## config.mk

```make
export PLATFORM = sky130hd
export DESIGN_NAME = onchip_mem_master_flat
export DESIGN_NICKNAME = d
export VERILOG_FILES = /design/src/rtl/onchip_mem_master_pkg.sv /design/src/rtl/onchip_mem_master_if.sv /design/src/rtl/onchip_mem_master_lat.sv /design/src/rtl/onchip_mem_master.sv /design/src/flat_wrapper.sv
export SDC_FILE = /design/constraint.sdc
export NUM_CORES = 1
export LEC_CHECK = 0
export CORE_MARGIN = 4
export CORE_UTILIZATION = 41
export CTS_BUF_LIST = sky130_fd_sc_hd__clkbuf_4 sky130_fd_sc_hd__clkbuf_8
export CTS_CLUSTER_DIAMETER = 100
export CTS_CLUSTER_SIZE = 10
export DETAILED_ROUTE_END_ITERATION = 10
export GPL_ROUTABILITY_DRIVEN = 0
export PLACE_DENSITY = 0.69
export SETUP_SLACK_MARGIN = 0.2
export SLEW_MARGIN = 20
export SYNTH_ARGS = -nofsm -noshare
export SYNTH_HDL_FRONTEND = slang
export SYNTH_SLANG_ARGS = --single-unit
```

## constraint.sdc

```tcl
create_clock -name i_clk -period 9.5 [get_ports i_clk]
set_input_delay 2.375 -clock i_clk [delete_from_list [all_inputs] [get_ports i_clk]]
set_output_delay 2.375 -clock i_clk [all_outputs]
set_load 0.02 [all_outputs]
```

## src/rtl/onchip_mem_master_pkg.sv

```systemverilog
// Shared FSM state, command opcodes and bus constants for the on-chip memory init/self-test master.
package onchip_mem_master_pkg;

   typedef enum logic [2:0] {
      IDLE,
      WRITE,
      RD_REQ,
      RD_WAIT,
      FIN
   } state_t;

   localparam logic       OP_FILL  = 1'b0;
   localparam logic       OP_CHECK = 1'b1;
   localparam logic [3:0] BE_ALL   = 4'hF;

endpackage

```

## src/rtl/onchip_mem_master_if.sv

```systemverilog
// Avalon-MM bus between the init/self-test master and the on-chip RAM slave port.
interface onchip_mem_master_if #(
   parameter int ADDR_W = 12
);
   logic [ADDR_W-1:0] avm_address;
   logic [3:0]        avm_byteenable;
   logic              avm_chipselect;
   logic              avm_write;
   logic              avm_read;
   logic [31:0]       avm_writedata;
   logic [31:0]       avm_readdata;
   logic              avm_waitrequest;
   logic              avm_clken;

   modport master (
      output avm_address, avm_byteenable, avm_chipselect, avm_write, avm_read,
             avm_writedata, avm_clken,
      input  avm_readdata, avm_waitrequest
   );

   modport slave (
      input  avm_address, avm_byteenable, avm_chipselect, avm_write, avm_read,
             avm_writedata, avm_clken,
      output avm_readdata, avm_waitrequest
   );
endinterface

```

## src/rtl/onchip_mem_master_lat.sv

```systemverilog
// Read-latency down-counter: loads on read accept, strobes o_rd_valid on the wait cycle carrying readdata.
module onchip_mem_master_lat #(
   parameter int READ_LATENCY = 1
) (
   input  logic i_clk,
   input  logic i_reset,
   input  logic i_start,
   input  logic i_wait,
   output logic o_rd_valid
);
   localparam int CW = (READ_LATENCY > 1) ? $clog2(READ_LATENCY) : 1;

   logic [CW-1:0] r_cnt;

   always_ff @(posedge i_clk or posedge i_reset) begin
      if (i_reset)
         r_cnt <= '0;
      else if (i_start)
         r_cnt <= CW'(READ_LATENCY - 1);
      else if (r_cnt != '0)
         r_cnt <= r_cnt - CW'(1);
   end

   assign o_rd_valid = i_wait && (r_cnt == '0);

endmodule

```

## src/rtl/onchip_mem_master.sv

```systemverilog
// Memory fill / read-checksum engine; FILL N words = N+1 cycles, CHECK = N*(READ_LATENCY+1)+1, stretched by waitrequest.
// One outstanding read; optional per-word compare under ONCHIP_MEM_MASTER_COMPARE_EN.
module onchip_mem_master
   import onchip_mem_master_pkg::*;
#(
   parameter int ADDR_W       = 12,
   parameter int DEPTH        = 4093,
   parameter int READ_LATENCY = 1,
   parameter int CNT_W        = 13
) (
   input  logic                i_clk,
   input  logic                i_reset,
   input  logic                i_cmd_start,
   input  logic                i_cmd_op,
   input  logic [ADDR_W-1:0]   i_cmd_base,
   input  logic [CNT_W-1:0]    i_cmd_count,
   input  logic [31:0]         i_cmd_seed,
   output logic                o_busy,
   output logic                o_done,
   output logic                o_cmd_err,
   output logic [31:0]         o_checksum,
`ifdef ONCHIP_MEM_MASTER_COMPARE_EN
   output logic [CNT_W-1:0]    o_err_count,
   output logic [ADDR_W-1:0]   o_err_addr,
`endif
   onchip_mem_master_if.master avm
);
   state_t              r_state, w_next;
   logic [ADDR_W-1:0]   r_addr;
   logic [CNT_W-1:0]    r_remain;
   logic [31:0]         r_data;
   logic [31:0]         r_checksum;
   logic                r_zero;
   logic                r_err;
   logic                w_accept, w_range_bad, w_last, w_rd_accept, w_rd_valid;

   assign w_range_bad = (32'(i_cmd_base) + 32'(i_cmd_count)) > 32'(DEPTH);
   assign w_accept    = i_cmd_start && (r_state == IDLE);
   assign w_last      = (r_remain == CNT_W'(1));
   assign w_rd_accept = (r_state == RD_REQ) && !avm.avm_waitrequest;

   onchip_mem_master_lat #(.READ_LATENCY(READ_LATENCY)) u_lat (
      .i_clk      (i_clk),
      .i_reset    (i_reset),
      .i_start    (w_rd_accept),
      .i_wait     (r_state == RD_WAIT),
      .o_rd_valid (w_rd_valid)
   );

   always_ff @(posedge i_clk or posedge i_reset) begin
      if (i_reset)
         r_state <= IDLE;
      else
         r_state <= w_next;
   end

   always_comb begin
      w_next              = r_state;
      o_busy              = 1'b0;
      o_done              = 1'b0;
      avm.avm_write       = 1'b0;
      avm.avm_read        = 1'b0;
      avm.avm_chipselect  = 1'b0;
      avm.avm_byteenable  = 4'h0;
      avm.avm_address     = '0;
      avm.avm_writedata   = '0;
      avm.avm_clken       = (r_state != IDLE) || i_cmd_start;
      case (r_state)
         IDLE: begin
            if (w_accept && !w_range_bad) begin
               if (i_cmd_count == '0)
                  w_next = FIN;
               else
                  w_next = (i_cmd_op == OP_CHECK) ? RD_REQ : WRITE;
            end
         end
         WRITE: begin
            o_busy             = 1'b1;
            avm.avm_write      = 1'b1;
            avm.avm_chipselect = 1'b1;
            avm.avm_byteenable = BE_ALL;
            avm.avm_address    = r_addr;
            avm.avm_writedata  = r_data;
            if (!avm.avm_waitrequest && w_last)
               w_next = FIN;
         end
         RD_REQ: begin
            o_busy             = 1'b1;
            avm.avm_read       = 1'b1;
            avm.avm_chipselect = 1'b1;
            avm.avm_byteenable = BE_ALL;
            avm.avm_address    = r_addr;
            if (!avm.avm_waitrequest)
               w_next = RD_WAIT;
         end
         RD_WAIT: begin
            o_busy = 1'b1;
            if (w_rd_valid)
               w_next = w_last ? FIN : RD_REQ;
         end
         FIN: begin
            // A zero-length command spends one extra busy cycle here before done.
            if (r_zero) begin
               o_busy = 1'b1;
            end else begin
               o_done = 1'b1;
               w_next = IDLE;
            end
         end
         default: w_next = IDLE;
      endcase
   end

   always_ff @(posedge i_clk or posedge i_reset) begin
      if (i_reset) begin
         r_addr     <= '0;
         r_remain   <= '0;
         r_data     <= '0;
         r_checksum <= '0;
         r_zero     <= 1'b0;
         r_err      <= 1'b0;
      end else begin
         r_err <= w_accept && w_range_bad;
         if (r_state == FIN)
            r_zero <= 1'b0;
         if (w_accept && !w_range_bad) begin
            r_addr   <= i_cmd_base;
            r_remain <= i_cmd_count;
            r_data   <= i_cmd_seed;
            r_zero   <= (i_cmd_count == '0);
            if (i_cmd_op == OP_CHECK)
               r_checksum <= '0;
         end else if ((r_state == WRITE && !avm.avm_waitrequest) ||
                      (r_state == RD_WAIT && w_rd_valid)) begin
            r_addr   <= r_addr + ADDR_W'(1);
            r_remain <= r_remain - CNT_W'(1);
            r_data   <= r_data + 32'd1;
            if (r_state == RD_WAIT)
               r_checksum <= r_checksum + avm.avm_readdata;
         end
      end
   end

   assign o_checksum = r_checksum;
   assign o_cmd_err  = r_err;

`ifdef ONCHIP_MEM_MASTER_COMPARE_EN
   logic [CNT_W-1:0]  r_err_count;
   logic [ADDR_W-1:0] r_err_addr;

   always_ff @(posedge i_clk or posedge i_reset) begin
      if (i_reset) begin
         r_err_count <= '0;
         r_err_addr  <= '0;
      end else if (w_accept && !w_range_bad && (i_cmd_op == OP_CHECK)) begin
         r_err_count <= '0;
         r_err_addr  <= '0;
      end else if (r_state == RD_WAIT && w_rd_valid && (avm.avm_readdata != r_data)) begin
         if (r_err_count == '0)
            r_err_addr <= r_addr;
         if (r_err_count != '1)
            r_err_count <= r_err_count + CNT_W'(1);
      end
   end

   assign o_err_count = r_err_count;
   assign o_err_addr  = r_err_addr;
`endif

endmodule

```

## src/flat_wrapper.sv

```systemverilog
// flat-port wrapper written by rule: the top's interface ports become plain ports
module onchip_mem_master_flat import onchip_mem_master_pkg::*;
#(
   parameter int ADDR_W       = 12,
   parameter int DEPTH        = 4093,
   parameter int READ_LATENCY = 1,
   parameter int CNT_W        = 13
)
  (i_clk, i_reset, i_cmd_start, i_cmd_op, i_cmd_base, i_cmd_count, i_cmd_seed, o_busy, o_done, o_cmd_err, o_checksum, avm_avm_address, avm_avm_byteenable, avm_avm_chipselect, avm_avm_write, avm_avm_read, avm_avm_writedata, avm_avm_clken, avm_avm_readdata, avm_avm_waitrequest);
  onchip_mem_master_if #(.ADDR_W(ADDR_W)) avm_i ();
  input  logic i_clk;
  input  logic i_reset;
  input  logic i_cmd_start;
  input  logic i_cmd_op;
  input  logic [ADDR_W-1:0] i_cmd_base;
  input  logic [CNT_W-1:0] i_cmd_count;
  input  logic [31:0] i_cmd_seed;
  output logic o_busy;
  output logic o_done;
  output logic o_cmd_err;
  output logic [31:0] o_checksum;
  output wire logic [$bits(avm_i.avm_address)-1:0] avm_avm_address;
  output wire logic [$bits(avm_i.avm_byteenable)-1:0] avm_avm_byteenable;
  output wire logic [$bits(avm_i.avm_chipselect)-1:0] avm_avm_chipselect;
  output wire logic [$bits(avm_i.avm_write)-1:0] avm_avm_write;
  output wire logic [$bits(avm_i.avm_read)-1:0] avm_avm_read;
  output wire logic [$bits(avm_i.avm_writedata)-1:0] avm_avm_writedata;
  output wire logic [$bits(avm_i.avm_clken)-1:0] avm_avm_clken;
  input wire logic [$bits(avm_i.avm_readdata)-1:0] avm_avm_readdata;
  input wire logic [$bits(avm_i.avm_waitrequest)-1:0] avm_avm_waitrequest;
  assign avm_avm_address = avm_i.avm_address;
  assign avm_avm_byteenable = avm_i.avm_byteenable;
  assign avm_avm_chipselect = avm_i.avm_chipselect;
  assign avm_avm_write = avm_i.avm_write;
  assign avm_avm_read = avm_i.avm_read;
  assign avm_avm_writedata = avm_i.avm_writedata;
  assign avm_avm_clken = avm_i.avm_clken;
  assign avm_i.avm_readdata = avm_avm_readdata;
  assign avm_i.avm_waitrequest = avm_avm_waitrequest;
  onchip_mem_master #(.ADDR_W(ADDR_W), .DEPTH(DEPTH), .READ_LATENCY(READ_LATENCY), .CNT_W(CNT_W)) u_core (.i_clk(i_clk), .i_reset(i_reset), .i_cmd_start(i_cmd_start), .i_cmd_op(i_cmd_op), .i_cmd_base(i_cmd_base), .i_cmd_count(i_cmd_count), .i_cmd_seed(i_cmd_seed), .o_busy(o_busy), .o_done(o_done), .o_cmd_err(o_cmd_err), .o_checksum(o_checksum), .avm(avm_i));
endmodule
```

# [After elaboration in Yosys (flattened, before gate mapping)]
# Index checks and enable logic that the tools add are counted.
# Widths: inputs -> output; s select.
[word_totals] rom_bits=0 ramBits=0 latch_bits=0 ff_bits=95 elab_cells=82 in_bits=94 out_inout_bits=87 memories=0
[classes] n_mux=33 shift=0 n_div=0 n_lt_le_gt_ge=1 bitwise=1 n_reduce_logical=22 multipliers=0 n_addsub=6 eq_ne=11
[ops] cell="$mux 32" n=7
[ops] cell="$mux 12" n=3
[ops] cell="$add 32x1->32 const B" n=1
[ops] cell="$add 32x32->32" n=1
[ops] cell="$gt 32x12->1 const B" n=1
[ops] cell="$mux 13" n=2
[ops] cell="$mux 3" n=7
[ops] cell="$pmux 3 s5" n=1
[ops] cell="$add 12x13->14" n=1
[ops] cell="$eq 13x1->1 const B" n=1
[ops] cell="$logic_not 13->1" n=1
[ops] cell="$sub 13x1->13 const B" n=1
[ops] cell="$add 12x1->12 const B" n=1
[ops] cell="$mux 1" n=10
[ops] cell="$logic_and 1x1->1" n=8
[ops] cell="$ne 2x2->1 const B" n=4
[ops] cell="$eq 3x2->1 const B" n=2
[ops] cell="$reduce_bool 2->1" n=3
[ops] cell="$reduce_and 5->1" n=1
[ops] cell="$mux 4" n=1
[ops] cell="$ne 2x1->1 const B" n=2
[ops] cell="$eq 3x1->1 const B" n=1
[ops] cell="$eq 3x3->1 const B" n=1
[ops] cell="$logic_not 3->1" n=1
[ops] cell="other kinds (10)" n=12

# [Longest topological paths before layout]
# Gate-level depths: netlist of the first run.
[logic_depth] depth_word=6 depth_mapped=13 ltp_nobuf=11

# [Modules after synthesis]
# A second synthesis of the first run with hierarchy kept.
[unflattened] hier_cells=810 area_unflattened_um2=6954.2
[modules_own_cells] mod="onchip_mem_master" seq_area_each_um2=2352.3 area_per_inst_um2=6946.7 instances=1 cells_each=809
[modules_own_cells] mod="onchip_mem_master_lat" seq_area_each_um2=0.0 area_per_inst_um2=7.5 instances=1 cells_each=1

# [Worst setup path before layout of the first run]
# Ideal clock, no wire load.
[synth_path] path_type="input port to flip-flop" start="input port i_cmd_base[0]" end="register u_core.r_remain[7]" t_arrival_ps=4897 setup_ps=126 stages=12 path_buffers=2 setup_slack_ps=4477 t_required_ps=9374 path_cell_list="ha_1 -> fa_1 -> a211oi_1 -> o21ai_0 -> a21o_1 -> a21boi_0 -> mux2i_1 -> o311a_1 -> buf_2 -> buf_2 -> nor2_1 -> a221o_1"
[synth_via] elab_chain_cells=5 word_cells_on_any_way=6 cone_classes="add/sub: 1; order compare: 1; mux: 1; reduce/logical: 3"
[synth_rtl] element="from (decl)" line="flat_wrapper.sv:15" text="input logic [ADDR_W-1:0] i_cmd_base;"
[synth_rtl] element="$add 12x13->14 (*)" line="onchip_mem_master.sv:37" text="assign w_range_bad = (32'(i_cmd_base) + 32'(i_cmd_count)) > 32'(DEPTH);"
[synth_rtl] element="$gt 32x12->1 (*)" line="onchip_mem_master.sv:37"
[synth_rtl] element="$logic_not 1->1 (*)" line="onchip_mem_master.sv:126" text="if (w_accept && !w_range_bad) begin"
[synth_rtl] element="$logic_and 1x1->1 (*)" line="onchip_mem_master.sv:126"
[synth_rtl] element="$mux 13 or $reduce_bool 2->1 (tied branches)"
[synth_rtl] element="to (signal assigned)" line="onchip_mem_master.sv:128" text="r_remain <= i_cmd_count;"
[synth_rtl] element="to (signal assigned)" line="onchip_mem_master.sv:136" text="r_remain <= r_remain - CNT_W'(1);"
[synth_rtl] element="to (decl)" line="onchip_mem_master.sv:30" text="logic [CNT_W-1:0] r_remain;"
# Mark *: on every way between the ends. The rest lies on a longest branch, timed or not.
# A chain may end at the register's enable or synchronous reset.

# [Worst setup path after layout of the first run]
[layout_path] start="input port i_cmd_count[0]" end="register u_core.r_addr[11]"
[layout_via] elab_chain_cells=5 word_cells_on_any_way=6 cone_classes="add/sub: 1; order compare: 1; mux: 1; reduce/logical: 3"
[layout_rtl] element="from (decl)" line="flat_wrapper.sv:16" text="input logic [CNT_W-1:0] i_cmd_count;"
[layout_rtl] element="$add 12x13->14 (*)" line="onchip_mem_master.sv:37"
[layout_rtl] element="$gt 32x12->1 (*)" line="onchip_mem_master.sv:37"
[layout_rtl] element="$logic_not 1->1 (*)" line="onchip_mem_master.sv:126"
[layout_rtl] element="$logic_and 1x1->1 (*)" line="onchip_mem_master.sv:126"
[layout_rtl] element="$mux 12 or $reduce_bool 2->1 (tied branches)"
[layout_rtl] element="to (signal assigned)" line="onchip_mem_master.sv:127" text="r_addr <= i_cmd_base;"
[layout_rtl] element="to (signal assigned)" line="onchip_mem_master.sv:135" text="r_addr <= r_addr + ADDR_W'(1);"
[layout_rtl] element="to (decl)" line="onchip_mem_master.sv:29" text="logic [ADDR_W-1:0] r_addr;"
# Marked as above.

==> impl_results.md, run 1 <==
* Status: complete, no violations
* Die width at around 140 um
* Post-CTS Resized at 0
* Post-Route Skew at 0.01171 ns
* Synth Instances at 821
* Asr flop ratio synth at 100.0%
* P per Cell Area at 286.5 nW/um^2
* Die area at 18910 sq um
* Synth cell types at between 60 and 70
* Setup repair bufs after CTS at 0
* Gr ovfl total at 0
* Number of detailed-route iterations in the first pass at 5
* Routed len/inst at between 15 and 20 um
* Tcrit/Tclk final at a little over three fifths
* Buffers on Ports at 180
* CP most frequent cell: o21ai_0
* Cell taking the most area after synthesis: dfrtp_1
* Initial antenna violation count at 1
* # clock sinks at 94
* Crit-path cells: clkdlybuf4s50_1 > ha_1 > fa_1 > a211oi_1 > o21ai_0 > a21o_1 > a21boi_0 > mux2i_1 > o311a_2 > buf_4 > nor2_1 > a21oi_1 > o21ai_0
* Final Critical Period at between 5 and 6 ns
* Top-count cell post-synth: nand2_1
* Tightest Pin Transition at between 1 and 1.5 ns
* Area Growth Syn to Fin at 31.81%
* Clk root buf: clkbuf_8
* Final setup margin at between 3 and 4 ns
* WS Path Type: in2reg
* Peak supply drop at ~0.24 mV
* Synthesis Warnings at 0
* Synth Cell Area at approximately 6900 sq um
* Worst Path Required at 9.75 ns
* Power, Total at between 2 and 3 mW
* Layout cell share with drive strength beyond 1 at 4.435%
* RSZ-0062 raised after global routing: no
* Worst Setup Slack post-DPL at around 3.1 ns
* Post-DP HPWL at 14980 um
* Top-area cell type share of the netlist area at between 30% and 40%
* Post-route DRC at 0
* Total GRT Usage at a little over a fifth
* Max_cap viols at 0
* Crit. End Element: flop
* Top cells by count, synth: 133 x nand2_1, 94 x dfrtp_1, 72 x o21ai_0, 47 x a21oi_1, 47 x ha_1
* Initial DRC Count at between 400 and 500
* Worst-Skew Late Latency at between 0.3 and 0.4 ns
* Core region area at between 15000 and 20000 sq um
* Diodes inserted at 0
* Total negative setup slack at 0 ns
* Sequential cell area fraction in the yosys report at between 30% and 40%
* Max transition margin at between 30% and 40%
* Final slew viol count at 0
* Via count at between 6000 and 7000
* Worst-path fanout max at 45
* Max Clock Freq at around 170 MHz
* Number of global-route vias before repair at 6470
* CTS tree: yes
* CP Launch Type: primary input
* Fin nets at 1130
* Placed Cells at approximately 1200
* Top post-synthesis cells by area: dfrtp_1 34%, ha_1 8.5%, nand2_1 7.3%, o21ai_0 5.2%, xor2_1 3.8%
* Synthesized area per cell at 8.379 sq um
* Num rows at 47
* Top-level I/O count at 181
* Fin cells at between 1000 and 1500
* Worst EP arrival at about 6.2 ns
* DRT Wirelength at ~20000 um
* Via-per-instance ratio at between 5 and 6
* First-pass GRT wire length at 32290 um
* Die Ht at between 100 and 150 um
* Post-synth EDFFs at 0
* Final Setup Violations at 0
* Initial Utilization at a little over two fifths
* FF+latch count, synth at 94
* Largest net degree at the start of global routing at 54
* Syn_nets at about 960
* H-tree levels at 3
* HP Class: reg2reg
* Slowest-stage cell, CP: o311a_2
* Total CTS buffers at 9
* P_leak at ~3.7 nW
* Main synth FF type: dfrtp_1
* Hold_buf cts at 0
* Clock Pin Slew Worst Setup and Hold Paths at around 0.1 ns
* CP max stage delay at 0.58 ns
* Final Hold Violating Endpoints at 0
* Routed Antenna Nets at 0
* Fill count at between 1500 and 2000
* Clock Path Buffers at 2
## worst paths after layout
kind                                  startpoint               endpoint  slack, ns  cells after the start
max                               i_cmd_count[0]      u_core.r_addr[11]       3.51                     13
min                        u_core.o_checksum[19]  u_core.o_checksum[19]       0.51                      2
max reg2reg                 u_core.o_checksum[1]  u_core.o_checksum[29]       6.46                     10
min reg2reg                u_core.o_checksum[19]  u_core.o_checksum[19]       0.51                      2
max in group asynchronous                i_reset      u_core.r_addr[11]       5.99                      3
min in group asynchronous                i_reset  u_core.o_checksum[20]       2.39                      2
## layout make-up
class                           count  area [sq um]  area share, %
Clock buffer                       12         165.2          1.821
Clock inverter                      4         30.03         0.3312
Inverter                           12         47.55         0.5244
Multi-Input combinational cell    683          4343          47.90
Sequential cell                    94          2352          25.94
Tap cell                          220         275.3          3.036
Timing Repair Buffer              187          1854          20.45
## flip-flops by register name (all words and copies together), names as in the netlist
name	cells
u_core.r_data	32
u_core.r_remain	13
u_core.o_checksum	32
u_core.r_state	3
u_core.r_zero	1
u_core.o_cmd_err	1
u_core.r_addr	12
## layout by cell type, fill, tap and decap left out, types with 15 or more instances in the layout
cell type	Yosys	final
a21o_1	16	16
a21oi_1	47	47
and2_1	40	40
clkdlybuf4s50_1	0	180
dfrtp_1	94	94
ha_1	47	47
nand2_1	133	133
nand3_1	40	40
nor2_1	43	43
nor3_1	17	17
o211ai_1	17	17
o21ai_0	72	72
o31ai_1	15	15
xnor2_1	27	27
xor2_1	30	30
## routing by layer
layer | wire length (um) | global-route usage [%] | vias up
met4 | 120 | 3.659 | 2
li1 | - | - | 3291
met3 | 1445 | 4.529 | 13
met2 | 9060 | 33.51 | 239
met5 | 8 | 0 | -
met1 | 9545 | 30.34 | 3172
## worst max-delay path, delay by kind of cell
family	cells	cell delay [ns]
adder cells (fa/ha/maj)	2	0.67
AND/OR/NAND/NOR	1	0.16
multiplexers	1	0.39
buffers and inverters	2	0.94
AO/OA/AOI/OAI	7	1.68
## stage by stage
stage | util (%) | instance area [sq um] | hold slack (ns)
after floorplan | - | 6879 | 0.4698
after global placement | 53.69 | 8872 | 0.4916
after detailed placement | 53.69 | 8872 | 0.4991
after CTS | 54.87 | 9067 | 0.5218
after global routing | 54.87 | 9067 | 0.5294
final | 54.87 | 9067 | 0.5130
## power by group
| part | switching (mW) | leakage (nW) | internal (mW) |
|---|---|---|---|
| registers | 0.209 | 1.17 | 0.591 |
| clock network | 0.151 | 0.0869 | 0.117 |
| logic | 0.839 | 2.43 | 0.692 |
| total | 1.20 | 3.68 | 1.40 |
## cell families (layout without fill, tap and decap cells)
family	Yosys count	after routing	share of synthesized area, %
compound gates	231	231	21.94
xor+xnor	57	57	7.257
fa+ha+maj	49	49	9.131
buf+inv	44	215	2.874
flops	94	94	34.19
mux	3	3	0.4365
simple gates	343	343	24.17
Power figures use the tool's default switching activity.
==> run 2: changes to the inputs <==
- clock period: 9.5 -> 5.8 ns (I/O delays scaled with it)
==> run 2 against run 1 <==
Compared with the run above:
- setup slack worse by 2.6 ns
- first-iteration DRC count down 0.96%
- non-clock buffer count grew 1
- cell count hardly changed
- flip-flop and latch count stayed put
- sequential share of layout area hardly changed
- die area is the same
- design area is 0.17% higher
- clock power is 63% higher
- global-route usage decreased by 0.16 points
- highest routed layer unchanged
- sequential power is 64% higher
==> impl_results.md, run 2 (synthesis gave the netlist of run 1 again) <==
* DP Area at 8892 sq um (+0.23%)
* Tcrit/Tclk final at ~84%
* Worst reg2reg path startpoint: u_core.o_checksum[5]
* Via count at 6718 (+0.015%)
* Grt peak-use layer: met2
* Clock Path Buffers at 2 (unchanged)
* CP max stage delay at 0.47 ns (-0.11 ns)
* Power, Total at 4.242 mW (+63%)
* Max transition margin at 34.59% (+3.9 points)
* Buffers on Ports at 180 (unchanged)
* Clk root buf: clkbuf_8
* Fin nets at 1131 (+0.088%)
* Worst hold slack at 0.5173 ns (+0.004311 ns)
* Initial antenna violation count at 1 (unchanged)
* Fin area at 9082 sq um (+0.17%)
* Slowest-stage cell, CP: clkdlybuf4s50_1
* RSZ-0062 raised after global routing: no
* Final Hold Violating Endpoints at 0 (unchanged)
* Die area at 18910 sq um (unchanged)
* Met3 Use GR at 4.310% (-0.22 points)
* Post-CTS Resized at 0 (unchanged)
* Total negative setup slack at 0 ns (unchanged)
* Layout cell share with drive strength beyond 1 at 4.532% (+0.096 points)
* Area Growth Syn to Fin at 32.03%
* WS Path Type: in2reg
* Setup repair bufs after CTS at 0 (unchanged)
* Post-DP HPWL at 14970 um (about the same)
* GR Util met2 at 33.62% (+0.11 points)
* Crit path from: i_cmd_count[0]
* Most common library cell in the layout ignoring fill and taps: clkdlybuf4s50_1
* CTS tree: yes
* Global-route track usage on met1 at 28.84% (-1.5 points)
* Die width at 137.5 um (unchanged)
* Die Ht at 137.5 um (unchanged)
* Initial Utilization at 41.63% (unchanged)
* Crit. End Element: flop
* Number of detailed-route iterations in the first pass at 5 (unchanged)
* Worst Path Required at 6.06 ns (-3.69 ns)
* Clock Pin Slew Worst Setup and Hold Paths at 0.10 ns (about the same)
* Worst-Skew Late Latency at 0.37 ns (about the same)
* P per Cell Area at 467.1 nW/um^2 (+63%)
* Worst-path fanout max at 73 (+62%)
* Number of global-route vias before repair at 6531 (+0.94%)
* HP Class: reg2reg
* # clock sinks at 94 (unchanged)
* Final Critical Period at 4.858 ns
* Fill count at 1556 (+0.65%)
* Routed len/inst at 16.56 um (-0.56%)
* Max_cap viols at 0 (unchanged)
* Core region area at 16520 sq um (unchanged)
* Crit-path cells: clkdlybuf4s50_1 > ha_1 > fa_1 > a211oi_1 > o21ai_0 > a21o_1 > a21boi_0 > mux2i_1 > o311a_2 > buf_12 > buf_4 > nand2_1 > o311ai_0
* Top-level I/O count at 181 (unchanged)
* Post-route DRC at 0 (unchanged)
* Fin cells at 1213 (+0.083%)
* DRT Wirelength at 20080 um (-0.48%)
* Hold_buf cts at 0 (unchanged)
* H-tree levels at 3 (unchanged)
* Final Setup Violations at 0 (unchanged)
* Placed Cells at 1197 (+0.084%)
* Commonest non-fill, non-tap cells in the layout: 180 x clkdlybuf4s50_1, 133 x nand2_1, 94 x dfrtp_1
* Final slew viol count at 0 (unchanged)
* Via-per-instance ratio at 5.538 (about the same)
* Gr ovfl total at 0 (unchanged)
* Tightest Pin Transition at 0.9788 ns (-0.05865 ns)
* Max Clock Freq at a little over 200 MHz
* Post-Route Skew at 0.009779 ns (-0.001928 ns)
* Peak supply drop at 0.3990 mV (+66%)
* CP Launch Type: primary input
* Total CTS buffers at 9 (unchanged)
* Initial DRC Count at 412 (-0.96%)
* Largest net degree at the start of global routing at 74 (+37%)
* First-pass GRT wire length at 31820 um (-1.4%)
* Num rows at 47 (unchanged)
* Routed Antenna Nets at 0 (unchanged)
* Total GRT Usage at 21.06% (-0.16 points)
* P_leak at 3.699 nW (+0.55%)
* Hold path startpoint: u_core.o_checksum[18]
* Status: complete, no violations
* Diodes inserted at 0 (unchanged)
* Worst EP arrival at 5.12 ns (-1.12 ns)
run 2: cell count changes in the layout (fill, tap and decap cells not counted):
cell | before | now
clkinv_2 | 0 | 2
buf_12 | 0 | 1
clkinvlp_4 | 4 | 1
clkbuf_4 | 0 | 1
run 2: worst max-delay path: cells and delay by family:
kind | cells | cell delay (ns)
buf+inv | 3 | 1.01
simple gates | 1 | 0.07
mux | 1 | 0.41
fa+ha+maj | 2 | 0.67
compound gates | 6 | 1.47
run 2: cell type report:
| class | instances | area, sq um | share of cell area [%] |
|---|---|---|---|
| inverters | 12 | 47.55 | 0.5235 |
| flip-flops and latches | 94 | 2352 | 25.90 |
| clock buffers | 13 | 172.7 | 1.901 |
| multi-input cells | 683 | 4343 | 47.82 |
| repair buffers | 188 | 1874 | 20.64 |
| clock inverters | 3 | 17.52 | 0.1929 |
| well taps | 220 | 275.3 | 3.031 |
run 2: worst paths after layout:
path                                              end  slack (ns)  depth (start not counted)
worst max-delay path                u_core.r_data[28]        0.94                         13
worst min-delay path            u_core.o_checksum[18]        0.52                          2
worst max register to register  u_core.o_checksum[29]        2.78                         10
worst min register to register  u_core.o_checksum[18]        0.52                          2
max in group asynchronous           u_core.r_state[0]        3.27                          3
min in group asynchronous       u_core.o_checksum[21]        1.64                          2
run 2: where the power goes:
| part | total (mW) | leakage (nW) | switching (mW) | internal (mW) |
|---|---|---|---|---|
| Combinational | 2.50 | 2.43 | 1.36 | 1.14 |
| Clock | 0.437 | 0.0988 | 0.242 | 0.195 |
| Sequential | 1.31 | 1.17 | 0.339 | 0.968 |
run 2: through the flow:
stage	util [%]	setup slack (ns)
floorplan	-	1.702
global placement	53.81	0.6923
detailed placement	53.81	0.6038
CTS	54.96	1.001
global route	54.96	0.7308
finish	54.96	0.9419
run 2: layer usage:
layer	vias up	part of all wire [%]	routed length, um
li1	3303	-	-
met1	3170	46	9323
met2	219	45	9127
met3	24	6.7	1344
met4	2	1.4	279
met5	-	0.040	8
